[config.mk]
export PLATFORM = sky130hd
export DESIGN_NAME = cart_bus_arbiter
export DESIGN_NICKNAME = d
export VERILOG_FILES = /design/src/rtl/cart_bus_arbiter.sv
export SDC_FILE = /design/constraint.sdc
export NUM_CORES = 1
export LEC_CHECK = 0
export ABC_AREA = 1
export CAP_MARGIN = 20
export CORE_UTILIZATION = 30
export CTS_CLUSTER_DIAMETER = 60
export DETAILED_ROUTE_END_ITERATION = 8
export GPL_TIMING_DRIVEN = 0
export PLACE_DENSITY_LB_ADDON = 0.12
export SLEW_MARGIN = 10
export SYNTH_ARGS = -nofsm -noshare
export SYNTH_HDL_FRONTEND = slang
export SYNTH_SLANG_ARGS = --single-unit
[constraint.sdc]
create_clock -name clk_i -period 1.8 [get_ports clk_i]
set_clock_uncertainty 0.15 [all_clocks]
set_input_delay 0.27 -clock clk_i [delete_from_list [all_inputs] [get_ports clk_i]]
set_output_delay 0.27 -clock clk_i [all_outputs]
set_load 0.005 [all_outputs]
[src/rtl/cart_bus_arbiter.sv]
// Cartridge memory port arbiter: shares the port between 6502 fetches and the SPI
// loader, sequences CPU reset around loads and implements F8/F6/F4 bank hotspots.
module cart_bus_arbiter #(
  parameter int unsigned ADDR_BITS      = 15,
  parameter int unsigned RELEASE_CYCLES = 16
) (
  input  logic                 clk_i,
  input  logic                 rst_i,
  input  logic                 cpu_en,
  input  logic [12:0]          cpu_addr,
  input  logic                 spi_wr,
  input  logic [31:0]          spi_addr,
  input  logic [7:0]           spi_data,
  output logic [ADDR_BITS-1:0] mem_addr,
  output logic                 mem_we,
  output logic [7:0]           mem_wdata,
  output logic                 cpu_reset,
  output logic                 spi_busy,
  output logic                 overflow,
  output logic [2:0]           bank,
  output logic [1:0]           scheme
);

  localparam int unsigned CntW = (RELEASE_CYCLES > 1) ? $clog2(RELEASE_CYCLES) : 1;
  localparam logic [CntW-1:0] CntMax = CntW'(RELEASE_CYCLES - 1);

  typedef enum logic [1:0] {StLoad, StRelease, StRun} state_e;

  state_e                state_q, state_d;
  logic [CntW-1:0]       cnt_q, cnt_d;
  logic [7:0]            ctrl_q, ctrl_d;
  logic                  buf_full_q, buf_full_d;
  logic [ADDR_BITS-1:0]  buf_addr_q, buf_addr_d;
  logic [7:0]            buf_data_q, buf_data_d;
  logic                  overflow_q, overflow_d;
  logic [2:0]            bank_q, bank_d;
  logic [1:0]            scheme_q, scheme_d;

  logic                  ctrl_wr, mem_req, grant, hold;
  logic                  hot_en, hot_hit;
  logic [2:0]            hot_bank, entry_bank;
  logic [11:0]           offset;
  logic [ADDR_BITS+14:0] cpu_path;
  logic                  unused_bits;

  assign ctrl_wr = spi_wr && (spi_addr[31:24] == 8'hFF);
  assign mem_req = spi_wr && (spi_addr[31:24] == 8'h00);
  assign ctrl_d  = ctrl_wr ? spi_data : ctrl_q;
  // Hold acts on the incoming control byte so RUN->LOAD happens the cycle after the write.
  assign hold    = ctrl_d[0];
  assign grant   = buf_full_q && ((state_q != StRun) || !cpu_en);

  assign unused_bits = ^{spi_addr[23:ADDR_BITS], ctrl_q[7:4], ctrl_q[1]};

  // Hotspot decode; offsets relative to the first hotspot only need the low 3 bits.
  assign offset = cpu_addr[11:0];
  assign hot_en = (state_q == StRun) && cpu_en && cpu_addr[12];

  always_comb begin
    hot_hit  = 1'b0;
    hot_bank = bank_q;
    unique case (scheme_q)
      2'b01: begin
        hot_hit  = (offset >= 12'hFF8) && (offset <= 12'hFF9);
        hot_bank = offset[2:0];
      end
      2'b10: begin
        hot_hit  = (offset >= 12'hFF6) && (offset <= 12'hFF9);
        hot_bank = offset[2:0] - 3'd6;
      end
      2'b11: begin
        hot_hit  = (offset >= 12'hFF4) && (offset <= 12'hFFB);
        hot_bank = offset[2:0] - 3'd4;
      end
      default: begin
        hot_hit  = 1'b0;
        hot_bank = bank_q;
      end
    endcase
  end

  always_comb begin
    unique case (ctrl_d[3:2])
      2'b01:   entry_bank = 3'd1;
      2'b10:   entry_bank = 3'd3;
      2'b11:   entry_bank = 3'd7;
      default: entry_bank = 3'd0;
    endcase
  end

  always_comb begin
    state_d  = state_q;
    cnt_d    = cnt_q;
    bank_d   = bank_q;
    scheme_d = scheme_q;
    unique case (state_q)
      StLoad: begin
        if (!hold) begin
          state_d = StRelease;
          cnt_d   = CntMax;
        end
      end
      StRelease: begin
        if (hold) begin
          state_d = StLoad;
        end else if (cnt_q == '0) begin
          state_d = StRun;
        end else begin
          cnt_d = cnt_q - 1'b1;
        end
      end
      StRun: begin
        if (hold) state_d = StLoad;
        if (hot_en && hot_hit) bank_d = hot_bank;
      end
      default: begin
        state_d = StRelease;
        cnt_d   = CntMax;
      end
    endcase
    if ((state_d == StRelease) && (state_q != StRelease)) begin
      scheme_d = ctrl_d[3:2];
      bank_d   = entry_bank;
    end
  end

  // One-entry pending buffer; a drop sets overflow even alongside a control write.
  always_comb begin
    buf_full_d = buf_full_q;
    buf_addr_d = buf_addr_q;
    buf_data_d = buf_data_q;
    overflow_d = overflow_q;
    if (ctrl_wr) overflow_d = 1'b0;
    if (grant) buf_full_d = 1'b0;
    if (mem_req) begin
      if (!buf_full_q || grant) begin
        buf_full_d = 1'b1;
        buf_addr_d = spi_addr[ADDR_BITS-1:0];
        buf_data_d = spi_data;
      end else begin
        overflow_d = 1'b1;
      end
    end
  end

  always_ff @(posedge clk_i) begin
    if (rst_i) begin
      state_q    <= StRelease;
      cnt_q      <= CntMax;
      ctrl_q     <= 8'h00;
      buf_full_q <= 1'b0;
      buf_addr_q <= '0;
      buf_data_q <= 8'h00;
      overflow_q <= 1'b0;
      bank_q     <= 3'd0;
      scheme_q   <= 2'b00;
    end else begin
      state_q    <= state_d;
      cnt_q      <= cnt_d;
      ctrl_q     <= ctrl_d;
      buf_full_q <= buf_full_d;
      buf_addr_q <= buf_addr_d;
      buf_data_q <= buf_data_d;
      overflow_q <= overflow_d;
      bank_q     <= bank_d;
      scheme_q   <= scheme_d;
    end
  end

  always_comb begin
    cpu_path  = {{ADDR_BITS{1'b0}}, bank_q, cpu_addr[11:0]};
    mem_we    = grant;
    mem_addr  = grant ? buf_addr_q : cpu_path[ADDR_BITS-1:0];
    mem_wdata = buf_data_q;
    cpu_reset = (state_q != StRun);
    spi_busy  = buf_full_q;
    overflow  = overflow_q;
    bank      = bank_q;
    scheme    = scheme_q;
  end

endmodule

# Yosys cells after proc, flatten, opt, wreduce, memory -nomap -nowiden
# Index checks and enable logic that the tools add are counted.
# op_classes
addsub	3
n_lt_le_gt_ge	5
eq_ne	15
mux	23
bitwise	1
reduce_logical	23
# ops
cell	n
greater-or-equal comparator 12 bit (second input constant)	3
less-or-equal comparator 12 bit (second input constant)	2
case mux 3 bit (3 select lines)	2
2-to-1 mux 4 bit	4
2-to-1 mux 15 bit	1
case mux 4 bit (3 select lines)	1
equality test 2 bit (second input constant)	5
logical AND 1 bit	10
2-to-1 mux 3 bit	3
equality test 2 x 1 -> 1 bit (second input constant)	4
equality test 8 bit (second input constant)	1
logical NOT 8 bit	1
2-to-1 mux 2 bit	4
inequality test 2 bit (second input constant)	4
2-to-1 mux 1 bit	6
case mux 2 bit (3 select lines)	1
subtractor 3 bit (second input constant)	2
logical NOT 4 bit	1
AND reduction 4 bit	1
nonzero test 2 bit	2
nonzero test 4 bit	1
subtractor 4 x 1 -> 4 bit (second input constant)	1
case mux 1 bit (3 select lines)	1
AND reduction 3 bit	1
other kinds (6)	8
# totals
regBits	40
input_bits	57
word_cells	80

# Logic depth before layout (Yosys ltp)
# Gate-level depths: netlist (run 1).
# depth
ltp_word	9
ltp_mapped	12
ltp_nobuf	12

# Least setup slack after synthesis (run 1)
# OpenSTA, ideal clock, no wires.
# synth_timing
path_type	reg-to-reg
from	register scheme_q[0], in the netlist scheme[0]
to	register bank_q[2], in the netlist bank[2]
arrival_ps	1322
t_required_ps	1534
path_slack_ps	213
path_stages_with_launch	11
path_cell_list	dfxtp_1 inv_1 ha_1 nor3_1 nand3b_1 nor2_1 nand2_1 o21ai_0 nand2_1 inv_1 nor2_1
# synth_via
elab_chain_len	5
elab_cells_between_ends	12
cone_classes	3 x eq/ne; 5 x mux; 4 x reduce/logical
# synth_rtl
item	line_no	text
from (decl)	37	logic [1:0] scheme_q, scheme_d;
from (signal assigned)	166	scheme_q <= scheme_d;
equality test 2 bit or equality test 2 x 1 -> 1 bit (tied branches)	62	unique case (scheme_q)
case mux 3 bit (3 select lines) or case mux 1 bit (3 select lines) (tied branches)	62	
2-to-1 mux 3 bit or logical AND 1 bit (tied branches)	114	if (hot_en && hot_hit) bank_d = hot_bank;
2-to-1 mux 3 bit or nonzero test 2 bit (tied branches)	--	
2-to-1 mux 3 bit or AND reduction 3 bit (tied branches)	--	
to (signal assigned)	165	bank_q <= bank_d;
to (decl)	36	logic [2:0] bank_q, bank_d;
# Several ways; a longest one is shown, not always the timed one. The select of a mux whose other input is x is not followed.
# A chain may end at the register's enable or synchronous reset.

# Worst setup path in the final report (run 1)
# layout_timing
from	register state_q[0]
to	output port mem_addr[12]
# layout_via
elab_chain_len	4
# layout_rtl
item	line_no	text
from (decl)	29	state_e state_q, state_d;
from (signal assigned)	148	state_q <= StRelease;
from (signal assigned)	158	state_q <= state_d;
inequality test 2 bit	51	assign grant = buf_full_q && ((state_q != StRun) || !cpu_en);
logical OR 1 bit	51	
logical AND 1 bit	51	
2-to-1 mux 15 bit	173	mem_addr = grant ? buf_addr_q : cpu_path[ADDR_BITS-1:0];
to (decl)	14	output logic [ADDR_BITS-1:0] mem_addr,
# Every way passes these cells.

==> results of run 1 <==
-- timing repair --
| item | CTS | global route |
|---|---|---|
| gates resized for setup | 118 | 59 |
| cloned | 3 | 0 |
| hold endpoints to repair | 0 | 0 |
| setup buffers | 9 | 5 |
| pin swaps | 1 | 11 |
| endpoints found under the setup margin | 29 | 42 |
-- sequential cells by signal, summed over array words and instances, names as in the netlist --
signal / flops
bank: 3
ctrl_q: 3
buf_addr_q: 15
state_q: 2
mem_wdata: 8
overflow: 1
spi_busy: 1
cnt_q: 4
scheme: 2
-- cell usage after synthesis --
| master | count | area share (%) |
|---|---|---|
| a21oi_2 | 1 | 0.44 |
| dfxtp_1 | 39 | 40 |
| o21ai_0 | 48 | 12 |
| nand4_1 | 8 | 2.5 |
| nand2_4 | 1 | 0.57 |
| nand3_2 | 4 | 2.0 |
| nand2_1 | 53 | 10 |
| nor2_4 | 1 | 0.57 |
| inv_2 | 3 | 0.57 |
| nor3_2 | 1 | 0.51 |
| nor2_2 | 2 | 0.63 |
| o31ai_1 | 1 | 0.38 |
| o211ai_1 | 3 | 1.1 |
| a21oi_1 | 26 | 6.6 |
| nand3_1 | 7 | 1.8 |
| buf_1 | 1 | 0.19 |
| nor2_1 | 15 | 2.9 |
| buf_2 | 3 | 0.76 |
| clkbuf_1 | 7 | 1.3 |
| ha_1 | 5 | 3.2 |
| nand2_2 | 2 | 0.63 |
| nor3_1 | 3 | 0.76 |
| nand3b_1 | 2 | 0.76 |
| o22ai_1 | 1 | 0.32 |
| inv_1 | 51 | 9.7 |
-- per-stage QoR --
| stage | setup TNS (ps) | cells | hold slack [ps] | setup slack [ps] |
|---|---|---|---|---|
| after floorplan | 0 | 288 | 275 | 213 |
| after global placement | -20900 | 443 | 284 | -904 |
| after detailed placement | -21110 | 443 | 287 | -883 |
| after CTS | -993 | 463 | 181 | -87.1 |
| after global routing | -1850 | 468 | 191 | -145 |
| final | -547 | 468 | 190 | -91.1 |
-- path summary, 6_finish.rpt --
path,slack [ps],start,to,depth (start not counted)
worst max-delay path,-90,state_q[0],mem_addr[12],9
worst min-delay path,190,rst_i,ctrl_q[3],2
worst max register to register,90,cnt_q[1],scheme[0],8
worst min register to register,300,mem_wdata[6],mem_wdata[6],2
-- area by class of cell --
cell class	instances	area, um^2	area share, %
Sequential cell	39	792	24.0
Timing Repair Buffer	95	871	26.4
Multi-Input combinational cell	184	1140	34.7
Clock buffer	7	96.3	2.92
Inverter	54	205	6.23
Tap cell	77	96.3	2.92
Buffer	11	82.6	2.51
Clock inverter	1	7.51	0.228
-- power by group through the flow --
stage	registers [uW]	logic (uW)	clock network (uW)
6_report	873	240	672
3_3_place_gp	893	227	0
3_5_place_dp	894	229	0
4_1_cts	872	220	689
2_1_floorplan	893	72.3	0
5_1_grt	874	267	715
-- logic make-up (layout without fill, tap and decap cells) --
| family | Yosys count | count (layout) | synth area share, % |
|---|---|---|---|
| adder cells (fa/ha/maj) | 5 | 5 | 3.17 |
| AND/OR/NAND/NOR | 99 | 99 | 23.7 |
| buffers and inverters | 65 | 168 | 12.5 |
| AO/OA/AOI/OAI | 80 | 80 | 21.0 |
| flip-flops | 39 | 39 | 39.5 |
-- routing by layer --
layer / part of all wire [%] / up-vias / GRT usage (%)
met5: 0 / - / 0
met4: 1.0 / 0 / 6.58
met3: 4.6 / 4 / 4.47
met2: 48 / 45 / 28.7
met1: 47 / 978 / 22.1
li1: - / 1136 / -
==> impl_metrics.csv, run 1 <==
group,metric,value,unit
drt,dr.pass1.iters,4,
cells_and_area,final_common_cell,"clkdlybuf4s50_1",
die,die-area,6910,um^2
hold_path,hold_class,"in -> reg",
placed_design,io_buffers,78,
critical_path,crit_required,1380,ps
sta,slew_headroom,66.7,%
cells_and_area,drive_gt1_share,28.4,%
critical_path,cp_top_family,"buffers and inverters",
pwr,power.internal,1350,uW
job,drv_cap,0,
die,boundaryPins,89,
drt,wl_per_cell,12.9,um
critical_path,path_buf_inv,5,
placed_design,place_congestion,0.769,
critical_path,path_cells,"inv_2 -> nand2_4 -> nor2_4 -> inv_2 -> nand2_8 -> buf_8 -> buf_6 -> o21ai_2 -> buf_2",
synthesis,synth_seq_area_share,39.5,%
sta,slew_violations,0,
pwr,leakagePower,0.00141,uW
critical_path,crit_arrival,1470,ps
pwr,pwr-share-clk,37.6,%
synthesis,syn_area,1970,um^2
global_routing,grt_pass1_vias,2030,
global_routing,track_usage,17.5,%
cells_and_area,n_antenna_cell,0,
sta,tightest_slew,500,ps
global_routing,overflow,0,
die,core_area,6350,um^2
global_routing,grt_first_pass_wirelength,9670,um
clock_network,cts_tree,"done",
cells_and_area,fillers,614,
clock_network,clock_latency,290,ps
cells_and_area,layout.nets,452,
status,violations,"setup timing",
critical_path,crit_top_cell,"inv_2",
synthesis,netlist_instances,288,
global_routing,antenna_found_initial,0,
pwr,p_sw_share,24.1,%
sta,finalCriticalPeriod,1890,ps
status,status,"finished with violations",
clock_network,ctsRootBufferMaster,"clkbuf_8",
sta,hold_violations,0,
clock_network,clk_pin_slew,80,ps
critical_path,criticalPathCategory,"reg -> out",
synthesis,yosys_warnings,0,
pwr,power,1780,uW
synthesis,avgSynthCellArea,6.86,um^2
pwr,pwr-share-comb,13.4,%
sta,rsz0062_at_grt,"yes",
drt,wl,6020,um
placed_design,dp_hpwl,4280,um
clock_network,cts_buffers,5,
die,die_h,83.1,um
pwr,cellPowerDensity,542,nW/um^2
sta,fmax,529,MHz
cells_and_area,fin_util,51.9,%
drt,ant_nets,0,
drt,via_count,2163,
cells_and_area,finish.instance_area,3290,um^2
die,start_util,31.1,%
global_routing,grt_max_degree,13,
critical_path,slowest_stage,"dfxtp_2",
placed_design,postPlaceCellArea,2850,um^2
drt,viasPerCell,4.62,
pwr,ir_drop,0.438,mV
cells_and_area,area_growth,66.9,%
critical_path,max_stage_delay,340,ps
die,core.rowCount,29,
cells_and_area,mostFrequentLayoutCells,"clkdlybuf4s50_1, inv_1, dfxtp_1",
clock_network,cts_buffer_depth,2,
pwr,p_seq_share,48.9,%
critical_path,crit_path_start_kind,"register",
drt,drt_iter0_drc,67,
die,die_w,83.1,um
sta,setup_viol_count_final,12,
synthesis,synth.ff_latch_count,39,
sta,fin_ws,-91.1,ps
drt,drc,0,
pwr,switching_power,431,uW
critical_path,endpoint_kind,"output pin",
clock_network,clock-sinks,39,
sta,period_share,105,%
clock_network,hold_buffers,0,
clock_network,cts-htree-levels,2,
synthesis,synth_nets,350,
critical_path,cp_max_fo,6,
synthesis,synth.distinct_cells,25,
No activity file was read; power rests on OpenSTA's default activity.
==> inputs of run 2 (changes only) <==
--- a/config.mk
+++ b/config.mk
@@ -8,6 +8,7 @@
 export ABC_AREA = 1
 export CAP_MARGIN = 20
 export CORE_UTILIZATION = 30
+export CTS_BUF_LIST = sky130_fd_sc_hd__clkbuf_16
 export CTS_CLUSTER_DIAMETER = 60
 export DETAILED_ROUTE_END_ITERATION = 8
 export GPL_TIMING_DRIVEN = 0
==> run 2 against run 1 <==
The flow still finishes with violations (setup timing). Clock power grew 27%. First-iteration DRC count grew 4.5%. Global-route usage increased by 0.28 points. Largest cell class unchanged. Highest routed layer unchanged.
==> impl_metrics.csv, run 2 (synthesis gave the netlist of run 1 again) <==
group,metric,value,unit
clock_network,cts_buffer_depth,2,
hold_path,hold_start,"rst_i",
die,core_area,6350,um^2
cells_and_area,drive_gt1_share,26.9,%
critical_path,criticalPathCategory,"reg -> out",
critical_path,crit_required,1380,ps
global_routing,track_usage,17.8,%
clock_network,clock-sinks,39,
critical_path,crit_top_cell,"inv_2",
cells_and_area,final_common_cell,"clkdlybuf4s50_1",
die,boundaryPins,89,
clock_network,clk_pin_slew,60,ps
drt,drt_iter0_drc,70,
job,drv_cap,0,
global_routing,antenna_found_initial,0,
clock_network,cts-htree-levels,2,
cells_and_area,n_antenna_cell,0,
cells_and_area,layout.nets,451,
die,die_h,83.1,um
pwr,cellPowerDensity,590,nW/um^2
drt,drc,0,
hold_path,holdPathStages,2,
global_routing,grt_first_pass_wirelength,9740,um
cells_and_area,fin_util,52.3,%
cells_and_area,regArea,788,um^2
placed_design,place_congestion,0.769,
placed_design,io_buffers,78,
pwr,p_sw_share,23.1,%
critical_path,rr_worst_depth,10,
sta,fin_ws,-50.7,ps
pwr,switching_power,453,uW
drt,wl,6050,um
critical_path,slowest_stage,"dfxtp_2",
pwr,leakagePower,0.00142,uW
critical_path,reg2reg_slack,110,ps
critical_path,cp_max_fo,6,
pwr,p_seq_share,44.6,%
hold_path,hold_class,"in -> reg",
cells_and_area,fillers,619,
sta,period_share,103,%
clock_network,clock_latency,280,ps
critical_path,endpoint_kind,"output pin",
cells_and_area,mostFrequentLayoutCells,"clkdlybuf4s50_1, inv_1, dfxtp_1",
global_routing,overflow,0,
critical_path,crit_arrival,1430,ps
cells_and_area,top_register,"buf_addr_q",
sta,slew_headroom,68.0,%
drt,wl_per_cell,13.0,um
global_routing,grt_max_degree,13,
drt,dr.pass1.iters,5,
placed_design,dp_hpwl,4280,um
die,start_util,31.1,%
clock_network,hold_buffers,0,
clock_network,ctsRootBufferMaster,"clkbuf_16",
pwr,ir_drop,0.610,mV
sta,fmax,540,MHz
critical_path,crit_start,"state_q[0]",
cells_and_area,area_growth,68.3,%
sta,finalCriticalPeriod,1850,ps
pwr,power,1960,uW
clock_network,cts_tree,"done",
sta,finalSetupTns,-292,ps
clock_network,cts_buffers,5,
drt,via_count,2170,
status,status,"finished with violations",
drt,ant_nets,0,
critical_path,path_cells,"inv_2 -> nand2_4 -> nor2_4 -> inv_2 -> nand2_8 -> buf_8 -> buf_6 -> o21ai_2 -> buf_2",
pwr,pwr-share-clk,43.4,%
sta,slew_violations,0,
sta,rsz0062_at_grt,"yes",
die,die_w,83.1,um
sta,tightest_slew,480,ps
drt,viasPerCell,4.65,
status,violations,"setup timing",
cells_and_area,largest_reg_flops,15,
critical_path,r2r-start,"state_q[0]",
sta,setup_viol_count_final,9,
critical_path,max_stage_delay,330,ps
critical_path,crit_path_start_kind,"register",
global_routing,grt_pass1_vias,2010,
sta,hold_violations,0,
cells_and_area,multi_input_area,1140,um^2
pwr,power.internal,1510,uW
pwr,pwr-share-comb,12.0,%
die,die-area,6910,um^2
die,core.rowCount,29,
-- run 2: cell types whose count changed in the layout (fill, tap and decap cells not counted), moves of 2 or more --
cell,delta
o21ai_1,+2
clkbuf_16,+5
clkbuf_8,-7
dfxtp_2,-3
dfxtp_1,+3
clkinv_1,+2
-- run 2: power groups by stage --
stage	clock network, uW	logic (uW)	registers, uW
6_report	851	235	873
5_1_grt	908	262	874
4_1_cts	873	221	873
3_5_place_dp	0	229	894
3_3_place_gp	0	227	893
2_1_floorplan	0	72.3	893
-- run 2: path summary, 6_finish.rpt --
kind / to
max: mem_addr[12]
min: ctrl_q[3]
max reg2reg: buf_addr_q[5]
min reg2reg: mem_wdata[6]
-- run 2: repair_timing --
item | CTS | global route
gates cloned | 3 | 0
buffers inserted | 9 | 4
endpoints found under the setup margin | 31 | 42
pin swaps | 1 | 11
gates resized for setup | 121 | 57
-- run 2: cell type report --
type                       instances  area share, %
timing repair buffer              94           26.1
clock buffer                       5           3.77
inverter                          54           6.18
tap                               77           2.90
multi-input combinational        184           34.2
buffer                            11           2.67
clock inverter                     3          0.452
sequential                        39           23.7
-- run 2: critical path, delay by kind of cell (launching register included) --
kind,cells,cell delay [ps]
simple gates,3,190
flops,1,330
buf+inv,5,520
compound gates,1,110
-- run 2: routing by layer --
layer,GRT usage (%),part of all wire (%)
met1,22.6,46
met2,28.8,48
met3,5.57,5.1
met4,5.49,1.2
met5,0,0
-- run 2: through the flow --
step | area, um^2 | setup slack, ps | cells | hold WS [ps]
6_report | 3320 | -50.7 | 467 | 189
3_5_place_dp | 2850 | -883 | 443 | 287
3_3_place_gp | 2850 | -904 | 443 | 284
2_1_floorplan | 1970 | 213 | 288 | 275
5_1_grt | 3320 | -114 | 467 | 195
4_1_cts | 3130 | -67.7 | 463 | 193
==> variant 1: new RTL, flow settings as in run 1 <==
Take the reset off `buf_data_q` and load it in a clocked block of its own.
--- a/src/rtl/cart_bus_arbiter.sv
+++ b/src/rtl/cart_bus_arbiter.sv
@@ -152,3 +152,2 @@
       buf_addr_q <= '0;
-      buf_data_q <= 8'h00;
       overflow_q <= 1'b0;
@@ -162,3 +161,2 @@
       buf_addr_q <= buf_addr_d;
-      buf_data_q <= buf_data_d;
       overflow_q <= overflow_d;
@@ -167,2 +165,6 @@
     end
+  end
+
+  always_ff @(posedge clk_i) begin
+    buf_data_q <= buf_data_d;
   end
Behaviour: not the same (Yosys sat finds a counterexample within 4 cycles, from zero or initial values and one cycle with rst_i high).
==> variant 1 against run 1 <==
The flow still finishes with violations (negative setup slack); cell count decreased by 0.21%; cell area increased by 6.7%; synthesized area up 5.5%; routed wire length fell by 3.9%; setup slack lost 1.5 ps; sequential cell count did not move; total power up 12%; via count down 2.2%.
==> variant 1: results (changes against run 1) <==
Inverters excl. clock=49 (-9.3%); multi-input gates=181 (-1.6%); Compound-Gate Fraction of Synth Area=18.2% (-2.8 points); setup ws final=-92.6 ps (-1.47 ps); first-pass GRT wire length=9250 um (-4.4%); Detailed Route Iter0 Violations=61 (-9.0%); outcome=complete, but fails checks; num sequential=39 (unchanged); Max FO, Critical Path=7 (+1); Crit Reg-Reg Endpoint=mem_wdata[2]$_DFFE_PP_; post-synthesis sequential area ratio=41.3% (+1.8 points); layout cells sized above 1=33.1% (+4.7 points); placed wire-length estimate=4000 um (-6.6%); GR Util met2=25.7% (-3.0 points); Post-CTS Resized=114 (-3.4%); library cells used by synthesis=31 (+24%); fillers=681 (+11%); wire length per cell=12.4 um (-3.7%); met2 WL=2620 um (-8.9%); FF/Latch Area=867 um2 (+9.5%); top cells by area, synth=dfxtp_1 30%, nand2_1 12%, edfxtp_1 12%, inv_1 8.5%, a21oi_2 5.9%; Min-Delay Path Depth=4 (+2); Sum Neg Setup Slack=-1290 ps (-739 ps); failing checks=negative setup slack; Final Setup Violations=25 (+13)
[variant 1: cell count changes after synthesis, moves of 8 or more]
| cell | run 1 | this run |
|---|---|---|
| o21ai_0 | 48 | 14 |
| a21oi_1 | 26 | 8 |
| nand2_1 | 53 | 67 |
| a21oi_2 | 1 | 14 |
| o21ai_1 | 0 | 13 |
| dfxtp_1 | 39 | 31 |
| edfxtp_1 | 0 | 8 |
| nor2_1 | 15 | 23 |
[variant 1: where the power goes]
part / internal [mW] / leakage [nW] / switching (mW)
clock: 0.554 / 0.0654 / 0.315
combinational: 0.134 / 1.20 / 0.0999
sequential: 0.898 / 0.323 / 0.00339
total: 1.59 / 1.59 / 0.419
[variant 1: metrics by stage]
stage | util (%) | total power, mW
4_1_cts | 49.8 | 2.02
5_1_grt | 52.0 | 2.08
6_report | 52.0 | 2.01
2_1_floorplan | - | 1.00
3_3_place_gp | 43.9 | 1.16
3_5_place_dp | 43.9 | 1.16
==> variant 2: new RTL, settings of run 1 <==
Without the edit above. `ADDR_BITS`: 15 -> 16.
--- a/src/rtl/cart_bus_arbiter.sv
+++ b/src/rtl/cart_bus_arbiter.sv
@@ -3,3 +3,3 @@
 module cart_bus_arbiter #(
-  parameter int unsigned ADDR_BITS      = 15,
+  parameter int unsigned ADDR_BITS      = 16,
   parameter int unsigned RELEASE_CYCLES = 16
Interface: changed (resized mem_addr); port bits go from 89 to 90. No check against the original RTL was run, so the function may have changed too.
==> variant 2 against run 1 <==
The flow still finishes with violations (negative setup slack); cell area is 8.0% higher; largest power group unchanged; total power is 0.76% lower; sequential cell count is 1 higher; maximum frequency is 1.7% lower; routed wire length is 6.3% higher; sequential power is 2% higher; clock power is 5.2% lower; synthesized cell count is 24% higher; synthesized area is 14% higher; setup slack worse by 33 ps.
==> variant 2: results (changes against run 1) <==
outcome=complete, but fails checks; failing checks=negative setup slack; max FFs per register=16 (+1); placed instance count=536 (+21%); top cells by area, synth=dfxtp_1 36%, nand2_1 14%, inv_1 13%, o21ai_0 9.1%, nor2_1 7.8%; arrival time at the worst endpoint=1500 ps (+30 ps); GP Congestion=0.802 (+4.3%); Synth Area in XOR/XNOR=0.779% (+0.78 points); layout cells sized above 1=22.2% (-6.2 points); maximum VDD drop=0.219 mV (-50%); # port buffers=80 (+2.6%); Net count, final=525 (+16%); Final Setup Violations=17 (+5); via count of the first global-routing pass=2,289 (+13%); Via-to-Cell Ratio=4.34 (-6.0%); vias=2,445 (+13%); leakage=1.66 nW (+18%); WL met3=196 um (-30%); library cells used by synthesis=27 (+8.0%); first-pass GRT wire length=10,400 um (+8.0%); Syn Nets=419 (+20%); Worst path slowest cell=dfxtp_4; synth cell count leaders=86 x nand2_1, 78 x inv_1, 47 x nor2_1; Worst Tran Pin Value=485 ps (-15.3 ps); Overall Global Routing Usage=17.4% (-0.13 points); Detailed Route Iter0 Violations=75 (+12%); setup ws final=-124 ps (-32.9 ps); Internal Power=1.34 mW (-1.2%); pin count of the biggest net entering global routing=12 (-1)
## variant 2: changes by cell type in the layout (fill, tap and decap cells not counted), moves of 6 or more
cell | before | now
nor2_1 | 14 | 42
a21oi_1 | 26 | 4
buf_6 | 3 | 9
nand2_1 | 31 | 72
o21ai_1 | 5 | 12
o21ai_0 | 31 | 21
inv_1 | 46 | 73
## variant 2: timing repair
action,4_1_cts,5_1_grt
pin swaps,5,13
gates resized for setup,132,39
gates cloned,1,0
endpoints found under the setup margin,48,48
buffers inserted,11,7
hold endpoints to repair,0,0
## variant 2: area by class of cell
class	count	share of cell area, %
plain buffers	12	3.31
clock buffers	8	2.53
inverters	78	8.23
multi-input cells	227	34.3
flip-flops and latches	40	22.9
well taps	99	3.48
repair buffers	99	25.3
## variant 2: cells by family after synthesis
family	count (synthesis)
buffers and inverters	90
AOI/OAI and AO/OA	54
DFF	40
adders and majority gates	5
and+or+nand+nor	166
xor gates and xnor gates	2
## variant 2: per-layer routing
layer | global-route usage, % | up-vias
li1 | - | 1299
met1 | 22.0 | 1094
met2 | 30.0 | 43
met3 | 2.80 | 9
met4 | 5.87 | 0
met5 | 0 | -
## variant 2: per-stage QoR
stage | setup TNS (ps) | setup slack, ps | instance area, um2
after global placement | -29700 | -1100 | 3170
after floorplan | 0 | 168 | 2250
after global routing | -2840 | -204 | 3560
final | -1560 | -124 | 3560
after detailed placement | -30380 | -1110 | 3170
after CTS | -1860 | -145 | 3410
## variant 2: worst paths after layout
kind | start | end | slack (ps) | cells past startpoint
worst min-delay path | rst_i | ctrl_q[3]$_SDFF_PP0_ | 170 | 2
worst min register to register | overflow$_SDFF_PP0_ | overflow$_SDFF_PP0_ | 320 | 2
worst max-delay path | state_q[0]$_SDFF_PP1_ | mem_addr[14] | -120 | 9
worst max register to register | scheme[0]$_SDFFE_PP0P_ | bank[2]$_SDFFE_PP0P_ | 100 | 9
## variant 2: power groups by stage
stage          clock network, mW  registers [mW]  logic, mW
6_report                   0.637           0.892      0.241
5_1_grt                    0.688           0.894      0.270
4_1_cts                    0.655           0.894      0.236
3_5_place_dp                   0           0.918      0.243
3_3_place_gp                   0           0.918      0.241
2_1_floorplan                  0           0.917     0.0793
